$ cat config.mk
export PLATFORM = sky130hd
export DESIGN_NAME = if_prefetch_stage
export DESIGN_NICKNAME = d
export VERILOG_FILES = /design/src/rtl/if_prefetch_stage_pkg.sv /design/src/rtl/if_prefetch_stage_sync_fifo.sv /design/src/rtl/if_prefetch_stage.sv
export SDC_FILE = /design/constraint.sdc
export NUM_CORES = 1
export LEC_CHECK = 0
export BUFFER_PORTS_ARGS = -buffer_cell sky130_fd_sc_hd__buf_4
export CAP_MARGIN = 10
export CORE_MARGIN = 2
export CORE_UTILIZATION = 55
export CTS_BUF_LIST = sky130_fd_sc_hd__clkbuf_16
export CTS_CLUSTER_SIZE = 30
export DETAILED_ROUTE_END_ITERATION = 6
export PLACE_DENSITY = 0.86
export SLEW_MARGIN = 20
export SYNTH_ARGS = -nofsm -noshare
export SYNTH_HDL_FRONTEND = slang
export SYNTH_SLANG_ARGS = --single-unit
$ cat constraint.sdc
create_clock -name clk -period 7.6 [get_ports clk]
set_input_delay 1.52 -clock clk [delete_from_list [all_inputs] [get_ports clk]]
set_output_delay 1.52 -clock clk [all_outputs]
set_load 0.005 [all_outputs]
$ cat src/rtl/if_prefetch_stage_pkg.sv
// Shared widths, constants and types for the instruction-fetch prefetch stage.
package if_prefetch_stage_pkg;

  localparam int IF_ADDR_W = 32;
  localparam int IF_INST_W = 32;
  localparam int PC_STEP   = 4;

  typedef enum logic [1:0] {
    RESP_NONE,
    RESP_DROP,
    RESP_KEEP
  } resp_action_e;

endpackage

$ cat src/rtl/if_prefetch_stage_sync_fifo.sv
// Synchronous FIFO with flush and occupancy count; first-word-fall-through read port.
module if_prefetch_stage_sync_fifo #(
  parameter int WIDTH = 8,
  parameter int DEPTH = 4
) (
  input  logic                       clk,
  input  logic                       rst,
  input  logic                       push,
  input  logic [WIDTH-1:0]           push_data,
  input  logic                       pop,
  output logic [WIDTH-1:0]           pop_data,
  input  logic                       flush,
  output logic [$clog2(DEPTH+1)-1:0] count,
  output logic                       full,
  output logic                       empty
);

  localparam int PTR_W = (DEPTH > 1) ? $clog2(DEPTH) : 1;
  localparam int CNT_W = $clog2(DEPTH + 1);

  logic [WIDTH-1:0] mem [DEPTH];
  logic [PTR_W-1:0] rd_ptr;
  logic [PTR_W-1:0] wr_ptr;
  logic             do_push;
  logic             do_pop;

  function automatic logic [PTR_W-1:0] ptr_inc(input logic [PTR_W-1:0] p);
    return (p == PTR_W'(DEPTH - 1)) ? '0 : p + 1'b1;
  endfunction

  assign empty    = (count == '0);
  assign full     = (count == CNT_W'(DEPTH));
  assign do_pop   = pop & ~empty;
  assign do_push  = push & (~full | do_pop);
  assign pop_data = mem[rd_ptr];

  always_ff @(posedge clk) begin
    if (do_push) begin
      mem[wr_ptr] <= push_data;
    end
  end

  always_ff @(posedge clk) begin
    if (rst || flush) begin
      rd_ptr <= '0;
      wr_ptr <= '0;
      count  <= '0;
    end else begin
      if (do_push) begin
        wr_ptr <= ptr_inc(wr_ptr);
      end
      if (do_pop) begin
        rd_ptr <= ptr_inc(rd_ptr);
      end
      count <= count + CNT_W'(do_push) - CNT_W'(do_pop);
    end
  end

endmodule

$ cat src/rtl/if_prefetch_stage.sv
// Instruction-fetch stage: in-order pipelined fetch requests, prefetch buffering and
// redirect flush with discard of responses that belong to the pre-redirect stream.
module if_prefetch_stage
  import if_prefetch_stage_pkg::*;
#(
  parameter int                ADDR_W     = IF_ADDR_W,
  parameter int                INST_W     = IF_INST_W,
  parameter int                FIFO_DEPTH = 4,
  parameter int                MAX_OUTST  = 2,
  parameter logic [ADDR_W-1:0] RESET_PC   = '0
) (
  input  logic                     clk,
  input  logic                     rst,
  input  logic                     redirect_valid,
  input  logic [ADDR_W-1:0]        redirect_pc,
  input  logic                     id_allow_in,
  output logic                     if_to_id_valid,
  output logic [INST_W+ADDR_W-1:0] if_to_id_bus,
  output logic                     inst_req_valid,
  input  logic                     inst_req_ready,
  output logic [ADDR_W-1:0]        inst_req_addr,
  input  logic                     inst_valid,
  output logic                     inst_ready,
  input  logic [INST_W-1:0]        inst_data,
  input  logic                     mem_busy
);

  localparam int BUS_W  = INST_W + ADDR_W;
  localparam int OUT_W  = $clog2(MAX_OUTST + 1);
  localparam int FCNT_W = $clog2(FIFO_DEPTH + 1);
  localparam int SUM_W  = FCNT_W + 1;

  logic [ADDR_W-1:0] fetch_pc;
  logic [ADDR_W-1:0] tag_pc;
  logic [OUT_W-1:0]  outst;
  logic [OUT_W-1:0]  outst_retired;
  logic [OUT_W-1:0]  drop_cnt;
  logic [FCNT_W-1:0] fifo_count;
  logic [SUM_W-1:0]  reserved;
  logic              fifo_empty;
  logic              unused_fifo_full;
  logic              tag_full;
  logic              tag_empty;
  logic              req_fire;
  logic              resp;
  logic              id_pop;
  resp_action_e      resp_action;

  // Buffer space is claimed at issue time, so every in-flight response already owns a slot.
  assign reserved       = SUM_W'(outst) + SUM_W'(fifo_count);
  assign inst_req_valid = ~rst & ~redirect_valid & ~mem_busy & ~tag_full
                        & (reserved < SUM_W'(FIFO_DEPTH));
  assign inst_req_addr  = fetch_pc;
  assign req_fire       = inst_req_valid & inst_req_ready;

  assign inst_ready     = ~rst;
  assign resp           = inst_valid & inst_ready & ~tag_empty;
  assign outst_retired  = outst - OUT_W'(resp);

  assign if_to_id_valid = ~rst & ~fifo_empty & ~redirect_valid;
  assign id_pop         = if_to_id_valid & id_allow_in;

  always_comb begin
    resp_action = RESP_NONE;
    if (resp) begin
      resp_action = (redirect_valid || drop_cnt != '0) ? RESP_DROP : RESP_KEEP;
    end
  end

  always_ff @(posedge clk) begin
    if (rst) begin
      fetch_pc <= RESET_PC;
      drop_cnt <= '0;
    end else if (redirect_valid) begin
      // Everything still outstanding after this cycle belongs to the abandoned stream.
      fetch_pc <= redirect_pc;
      drop_cnt <= outst_retired;
    end else begin
      if (req_fire) begin
        fetch_pc <= fetch_pc + ADDR_W'(PC_STEP);
      end
      if (resp_action == RESP_DROP) begin
        drop_cnt <= drop_cnt - 1'b1;
      end
    end
  end

  // Tag queue occupancy doubles as the in-flight request count.
  if_prefetch_stage_sync_fifo #(
    .WIDTH (ADDR_W),
    .DEPTH (MAX_OUTST)
  ) u_tag_queue (
    .clk       (clk),
    .rst       (rst),
    .push      (req_fire),
    .push_data (fetch_pc),
    .pop       (resp),
    .pop_data  (tag_pc),
    .flush     (1'b0),
    .count     (outst),
    .full      (tag_full),
    .empty     (tag_empty)
  );

  if_prefetch_stage_sync_fifo #(
    .WIDTH (BUS_W),
    .DEPTH (FIFO_DEPTH)
  ) u_prefetch_fifo (
    .clk       (clk),
    .rst       (rst),
    .push      (resp_action == RESP_KEEP),
    .push_data ({inst_data, tag_pc}),
    .pop       (id_pop),
    .pop_data  (if_to_id_bus),
    .flush     (redirect_valid),
    .count     (fifo_count),
    .full      (unused_fifo_full),
    .empty     (fifo_empty)
  );

endmodule

After elaboration in Yosys (flattened, before gate mapping):

Memory sizes are Yosys's and may differ from the RTL's. A register that Yosys moved wholly into a read port is not among the register bits.
Index checks and enable logic that the tools add are counted.

* flip-flop bits (word level): 45
* RAM bits: 320
* input port bits: 71
* output and inout port bits: 99
* word-level logic and storage cells: 77
* memories kept: 2

Memories
* u_prefetch_fifo.mem: depth 4, width 64, read ports 1, clocked after Yosys merged registers in 1, wr ports 1, line if_prefetch_stage_sync_fifo.sv:21 `logic [WIDTH-1:0] mem [DEPTH];`
* u_tag_queue.mem: depth 2, width 32, read ports 1, clocked after Yosys merged registers in 1, wr ports 1, line if_prefetch_stage_sync_fifo.sv:21

* add/sub/neg operators: 12
* order comparisons: 1
* eq/ne operators: 6
* mux-type cells: 18
* bitwise gates (word level): 23
* reduce and logical (&&, ||, !) cells: 7

Operators by type and width (number)
* 2-to-1 mux 32 bit: 2
* adder 32 x 3 -> 32 bit, second input constant: 1
* 2-to-1 mux 2 bit: 8
* AND 1 bit: 14
* equality test 2 bit, second input constant: 4
* 2-to-1 mux 1 bit: 8
* inverter 1 bit: 7
* nonzero test 2 bit: 3
* adder 2 x 1 -> 2 bit, second input constant: 2
* adder 2 x 3 -> 4 bit: 1
* less-than comparator 4 x 3 -> 1 bit, second input constant: 1
* subtractor 2 x 1 -> 2 bit: 2
* adder 3 x 1 -> 3 bit: 1
* equality test 3 bit, second input constant: 1
* logical NOT 3 bit: 1
* subtractor 3 x 1 -> 3 bit: 1
* adder 1 bit, second input constant: 2
* adder 2 x 1 -> 2 bit: 1
* equality test 2 x 1 -> 1 bit, second input constant: 1
* logical NOT 2 bit: 1
* logical OR 1 bit: 2
* bitwise OR 1 bit: 2
* subtractor 2 x 1 -> 2 bit, second input constant: 1

Longest topological paths before layout:

Gate-level depths: netlist of the first run.

* depth in word-level cells: 10
* depth in mapped cells: 12
* mapped depth without buffers: 11

Cells and area by module:

Synthesis of the first run repeated with hierarchy kept, for this count alone.

* cell total of the unflattened synthesis: 791
* area, all modules: 14281.2 sq um

By module, submodules not included
* if_prefetch_stage_sync_fifo (u_prefetch_fifo): instances 1, cells an instance 386, area an instance 9673.0 sq um, seq. area each 7867.5 sq um
* if_prefetch_stage_sync_fifo (u_tag_queue): instances 1, cells an instance 133, area an instance 2560.0 sq um, seq. area each 2021.9 sq um
* if_prefetch_stage: instances 1, cells an instance 272, area an instance 2048.2 sq um, seq. area each 680.7 sq um

Least setup slack after synthesis of the first run:

Ideal clock, no wire load.

* path kind: in2reg
* from: input mem_busy
* to: memory u_tag_queue.mem[0][0] in the netlist's numbering (enable)
* setup time: 421 ps
* arrival: 3680 ps
* required time: 7179 ps
* path slack: 3499 ps
* stages: 6
* buffers on the path: 2
* path through: nor2_1 > nand4b_2 > or2_1 > buf_6 > buf_4 > nor2_1

* longest elaborated chain between the ends: 8

Ends and longest elaborated chain
* start, declared: line if_prefetch_stage.sv:25 `input logic mem_busy`
* inverter 1 bit: line if_prefetch_stage.sv:51 `assign inst_req_valid = ~rst & ~redirect_valid & ~mem_busy & ~tag_full`
* AND 1 bit (2 in series): line if_prefetch_stage.sv:51
* AND 1 bit: line if_prefetch_stage.sv:52 `& (reserved < SUM_W'(FIFO_DEPTH));`
* AND 1 bit: line if_prefetch_stage.sv:54 `assign req_fire = inst_req_valid & inst_req_ready;`
* AND 1 bit: line if_prefetch_stage_sync_fifo.sv:34 `assign do_push = push & (~full | do_pop);`
* 2-to-1 mux 1 bit: line if_prefetch_stage_sync_fifo.sv:38 `if (do_push) begin`
* 2-to-1 mux 1 bit (implied by the code): line if_prefetch_stage_sync_fifo.sv:39 `mem[wr_ptr] <= push_data;`
* end, declared: line if_prefetch_stage_sync_fifo.sv:21

No other way between the ends.

==> results of run 1 <==
per-stage QoR:
stage,total power (W),cell area (sq um)
detailed placement,0.00243,15800
finish,0.00415,17000
global placement,0.00242,15800
floorplan,0.00234,14200
global route,0.00427,17000
CTS,0.00418,17000
kinds of logic (layout without fill, tap and decap cells):
logic type	count (synthesis)	after routing	share of synthesized area
AO/OA/AOI/OAI	63	63	0.0295
XOR/XNOR	14	14	0.00864
adder cells (fa/ha/maj)	14	14	0.0129
buffers and inverters	55	266	0.0161
flip-flops	368	368	0.745
multiplexers	105	105	0.134
AND/OR/NAND/NOR	136	136	0.0543
layer usage:
layer	vias up	GRT usage	routed length [microns]	share of wire
met5	-	0	0	0
met4	0	0.0617	656	0.024
met3	57	0.0404	2120	0.076
met2	332	0.348	13600	0.49
met1	3756	0.290	11500	0.41
li1	3390	-	-	-
registers in the layout, summed over array words and instances, names as in the netlist, named ones only:
name / cells
u_prefetch_fifo.mem: 256
u_tag_queue.mem: 64
inst_req_addr: 32
u_prefetch_fifo.count: 3
drop_cnt: 2
u_prefetch_fifo.rd_ptr: 2
u_prefetch_fifo.wr_ptr: 2
u_tag_queue.count: 2
u_tag_queue.rd_ptr: 1
u_tag_queue.wr_ptr: 1
critical path, delay by kind of cell (launching register included):
family,cells,cell delay (ns)
DFF,1,0.89
buffers and inverters,2,0.77
muxes,1,0.58
cell type report:
type	count	area (sq um)
fillers	1711	8250
flip-flops and latches	368	10600
repair buffers	177	1330
clock inverters	28	224
clock buffers	39	976
multi-input cells	332	3410
inverters	22	82.6
well taps	330	413
where the power goes:
part / switching (W) / internal (W) / total, W
combinational: 0.0000735 / 0.0000713 / 0.000145
sequential: 0.0000265 / 0.00222 / 0.00224
clock: 0.000703 / 0.00106 / 0.00176
total: 0.000803 / 0.00335 / 0.00415
final timing paths:
check                            start               endpoint  slack (ns)  cells after the start
setup / recovery              register       if_to_id_bus[13]        3.28                      3
hold / removal        inst_req_addr[0]  u_tag_queue.mem[0][0]        0.50                      0
setup reg to reg  u_tag_queue.count[1]      inst_req_addr[29]        3.98                      8
hold reg to reg       inst_req_addr[0]  u_tag_queue.mem[0][0]        0.50                      0
layout by cell type (no fill, tap or decap), types with 8 or more instances in the layout:
master / count
mux4_2: 64
edfxtp_1: 320
clkbuf_16: 39
a21oi_1: 14
buf_4: 177
clkinv_1: 8
nand3_1: 14
inv_1: 32
nor2_1: 32
nand2_1: 29
dfxtp_1: 46
ha_1: 13
a31oi_1: 11
mux2_2: 35
==> flow_metrics.py, run 1 <==
metrics = {
    "timing": {
        "rsz0062_at_grt": "false",
        "hold_viol": 0,
        "max_freq_mhz": 232,
        "tns_ns": 0,
        "slew_headroom": 0.331,
        "whs_ns": 0.500,
        "setup_slack_ns": 3.28,
        "slew_viol_final": 0,
        "tightestPinTransition_ns": 1.00,
        "fin_crit_ns": 4.32,
        "setup_viol_count_final": 0,
        "fin_worst_skew_ns": 0.0250,
        "period_share": 0.568,
    },
    "die": {
        "chipWidth_microns": 165,
        "core_region_area_sq_um": 25300,
        "initial_core_util": 0.562,
        "rows": 58,
        "die_area_sq_um": 27100,
        "die_h_microns": 165,
        "io_pins": 170,
    },
    "layout": {
        "area_delta_synth_final_pct": 19.9,
        "layoutNonFillerInstCount": 1296,
        "final_layout_size_suffix_gt1_frac": 0.357,
        "final_util": 0.674,
        "nets": 1023,
        "antennaDiodeCount": 0,
    },
    "yosys": {
        "synthesis.nets": 840,
        "syn_area_per_cell_sq_um": 18.8,
        "synthArstFlopShare": 0,
        "seq_area_frac_synth": 0.745,
        "synth_flop_cell": "edfxtp_1",
        "synth_seq_cells": 368,
        "yosys_warnings": 0,
        "synth.distinct_cells": 63,
        "synth_most_common_cell": "edfxtp_1",
        "synth_top_area_frac": 0.677,
        "synth-edff-count": 320,
        "synth_area_sq_um": 14200,
        "yosys-top-cells-count": "320 x edfxtp_1, 64 x mux4_2, 48 x dfxtp_1",
        "synth_top_cell_by_area": "edfxtp_1",
        "syn_inst": 755,
        "synth.area.top_cells": "edfxtp_1 68%, mux4_2 10%, dfxtp_1 6.8%",
    },
    "cts": {
        "htree_levels": 2,
        "hold_buffers": 0,
        "cts_tree": "built",
        "cts_resized": 0,
        "post_cts_buffers": 0,
        "clkTransAtPathRegs_ns": 0.06,
        "cts-root-buf": "clkbuf_16",
        "worstSkewPairLatency_ns": 0.52,
        "cts_made_buffers": 37,
        "cts_sinks": 368,
        "clockBufferDepth": 3,
    },
    "route": {
        "viasPerCell": 5.81,
        "wirelength_mm": 27.9,
        "wire_per_inst_microns": 21.5,
        "drc": 0,
        "drtIter0Drc": 700,
        "firstDrtPassIters": 5,
        "drtAntennaViolNets": 0,
        "vias": 7535,
    },
    "job": {
        "drv_cap": 0,
    },
    "placed_design": {
        "globalplace.congestion": 0.833,
        "dpl.cell_count": 1229,
        "place_hpwl_mm": 17.4,
        "dp_slack_ns": 2.93,
        "portBuffers": 169,
    },
    "critical_path": {
        "path_class": "reg -> out",
        "crit_arrival_ns": 2.80,
        "path_cells": "buf_4 > mux4_2 > buf_4",
        "worst-path-max-fanout": 38,
        "cpMostUsedCell": "buf_4",
        "crit_path_end_kind": "output pin",
        "worstSetupStartpointType": "register",
        "critPathRequiredTime_ns": 6.08,
        "slowest_delay_ns": 0.89,
        "critPathSlowestCell": "dfxtp_4",
    },
    "grt": {
        "grt_pass1_vias": 7850,
        "grt_max_degree": 59,
        "grt.total_usage": 0.211,
        "grt_pass1_wl_mm": 43.1,
        "grt.overflow.total": 0,
        "antenna_found_initial": 0,
    },
    "power": {
        "powerDensity_nw_per_um2": 244,
        "ir_drop_mv": 0.153,
        "leakage_nw": 5.84,
    },
    "run_status": {
        "status": "finished, final reports clean",
    },
    "worst_hold_path": {
        "hp-class": "reg -> reg",
    },
}
(Power assumes the default switching activity.)
==> run 2, diff against run 1 <==
==> constraint.sdc (replaced) <==
create_clock -name clk -period 4.3 [get_ports clk]
set_input_delay 0.86 -clock clk [delete_from_list [all_inputs] [get_ports clk]]
set_output_delay 0.86 -clock clk [all_outputs]
set_load 0.005 [all_outputs]
==> run 2 against run 1 <==
Against the previous run: global-route usage is 0.71 points higher; clock power rose by 72%; flip-flop and latch count unchanged; via count grew 1.9%; final area is essentially flat; cell count about the same; largest power group unchanged; sequential share of layout area is essentially flat; highest routed layer unchanged; non-clock buffer count increased by 3; wire length grew 2.9%; clock skew decreased by 0.013 ns.
==> flow_metrics.py, run 2 (synthesis gave the netlist of run 1 again) <==
metrics = {
    "cts": {
        "htree_levels": 2,
        "post_cts_buffers": 0,
        "cts_resized": 0,
        "hold_buffers": 0,
        "clockBufferDepth": 3,
        "worstSkewPairLatency_ns": 0.51,
        "cts_made_buffers": 36,
        "cts_sinks": 368,
        "cts_tree": "built",
        "clkTransAtPathRegs_ns": 0.06,
        "cts-root-buf": "clkbuf_16",
    },
    "timing": {
        "slew_viol_final": 0,
        "rsz0062_at_grt": "false",
        "fin_worst_skew_ns": 0.0120,
        "tightestPinTransition_ns": 0.970,
        "slew_headroom": 0.352,
        "setup_viol_count_final": 0,
        "tns_ns": 0,
        "hold_viol": 0,
        "max_freq_mhz": 300,
        "period_share": 0.775,
        "fin_crit_ns": 3.33,
    },
    "job": {
        "drv_cap": 0,
    },
    "critical_path": {
        "cpMostUsedCell": "buf_4",
        "crit_arrival_ns": 2.47,
        "critPathRequiredTime_ns": 3.44,
        "path_class": "reg -> out",
        "critPathSlowestCell": "dfxtp_4",
        "worst-path-max-fanout": 31,
        "crit_path_end_kind": "output pin",
        "slowest_delay_ns": 0.74,
        "path_cells": "buf_4 > mux4_2 > buf_4",
        "worstSetupStartpointType": "register",
    },
    "die": {
        "chipWidth_microns": 165,
        "core_region_area_sq_um": 25300,
        "io_pins": 170,
        "initial_core_util": 0.562,
        "rows": 58,
        "die_h_microns": 165,
        "die_area_sq_um": 27100,
    },
    "placed_design": {
        "place_hpwl_mm": 17.9,
        "globalplace.congestion": 0.863,
        "portBuffers": 169,
    },
    "route": {
        "drtAntennaViolNets": 0,
        "firstDrtPassIters": 5,
        "wirelength_mm": 28.7,
        "wire_per_inst_microns": 22.1,
        "drtIter0Drc": 719,
        "vias": 7678,
        "drc": 0,
        "viasPerCell": 5.92,
    },
    "layout": {
        "antennaDiodeCount": 0,
        "area_delta_synth_final_pct": 20.0,
        "final_layout_size_suffix_gt1_frac": 0.361,
        "nets": 1025,
        "largest_register": "u_prefetch_fifo.mem",
        "layout_common_cells": "320 x edfxtp_1, 177 x buf_4, 64 x mux4_2",
        "fillCellCount": 1590,
        "largest_reg_flops": 256,
        "final_common_cell": "edfxtp_1",
    },
    "power": {
        "finalPower_w": 0.00725,
        "ir_drop_mv": 0.274,
        "leakage_nw": 5.83,
        "powerDensity_nw_per_um2": 426,
    },
    "grt": {
        "grt.total_usage": 0.218,
        "grt_pass1_wl_mm": 44.3,
        "grt_pass1_vias": 7923,
        "antenna_found_initial": 0,
        "grt_max_degree": 65,
        "grt.overflow.total": 0,
    },
    "worst_hold_path": {
        "hp-class": "reg -> reg",
    },
    "run_status": {
        "status": "finished, final reports clean",
    },
}
[run 2: cell count changes in the layout (fill, tap and decap cells not counted), sizes merged]
cell,before,now
buf,177,180
clkinv,12,15
clkbuf,39,38
bufinv,4,3
clkinvlp,1,0
inv,33,31
[run 2: final cells by class]
type                       instances  area (sq um)  share of cell area
sequential                       368         10600               0.621
multi-input combinational        332          3410               0.200
timing repair buffer             180          1390              0.0816
clock buffer                      38           951              0.0559
tap                              330           413              0.0243
clock inverter                    27           200              0.0118
inverter                          22          82.6             0.00485
[run 2: metal layers]
layer	track usage	vias to the layer above	part of all wire
li1	-	3404	-
met1	0.294	3889	0.41
met2	0.366	339	0.50
met3	0.0404	46	0.071
met4	0.0676	0	0.023
met5	0	-	0
[run 2: worst max-delay path: cells and delay by family, from the launching register on]
kind,cells,cell delay [ns]
flip-flops,1,0.74
multiplexers,1,0.60
buffers and inverters,2,0.61
[run 2: metrics by stage]
step	instance area, sq um	instances	hold slack [ns]	utilization	setup WS [ns]
after global routing	17000	1297	0.520	0.674	0.780
after floorplan	14200	755	0.451	-	0.859
after global placement	15900	1232	0.469	0.628	1.06
after detailed placement	15900	1232	0.490	0.628	0.972
after CTS	17000	1297	0.499	0.674	0.868
final	17000	1297	0.512	0.674	0.967
[run 2: worst paths after layout]
check / from / end / slack, ns / depth (start not counted)
max: register / if_to_id_bus[12] / 0.97 / 3
min: u_tag_queue.rd_ptr / register / 0.51 / 2
min reg2reg: u_tag_queue.rd_ptr / register / 0.51 / 2
max reg2reg: u_tag_queue.count[1] / u_tag_queue.mem[1][5] / 1.35 / 8
[run 2: report_power, final]
group	total [W]	internal [W]	switching, W
clock network	0.00303	0.00178	0.00125
registers	0.00396	0.00391	0.0000502
logic	0.000254	0.000126	0.000128
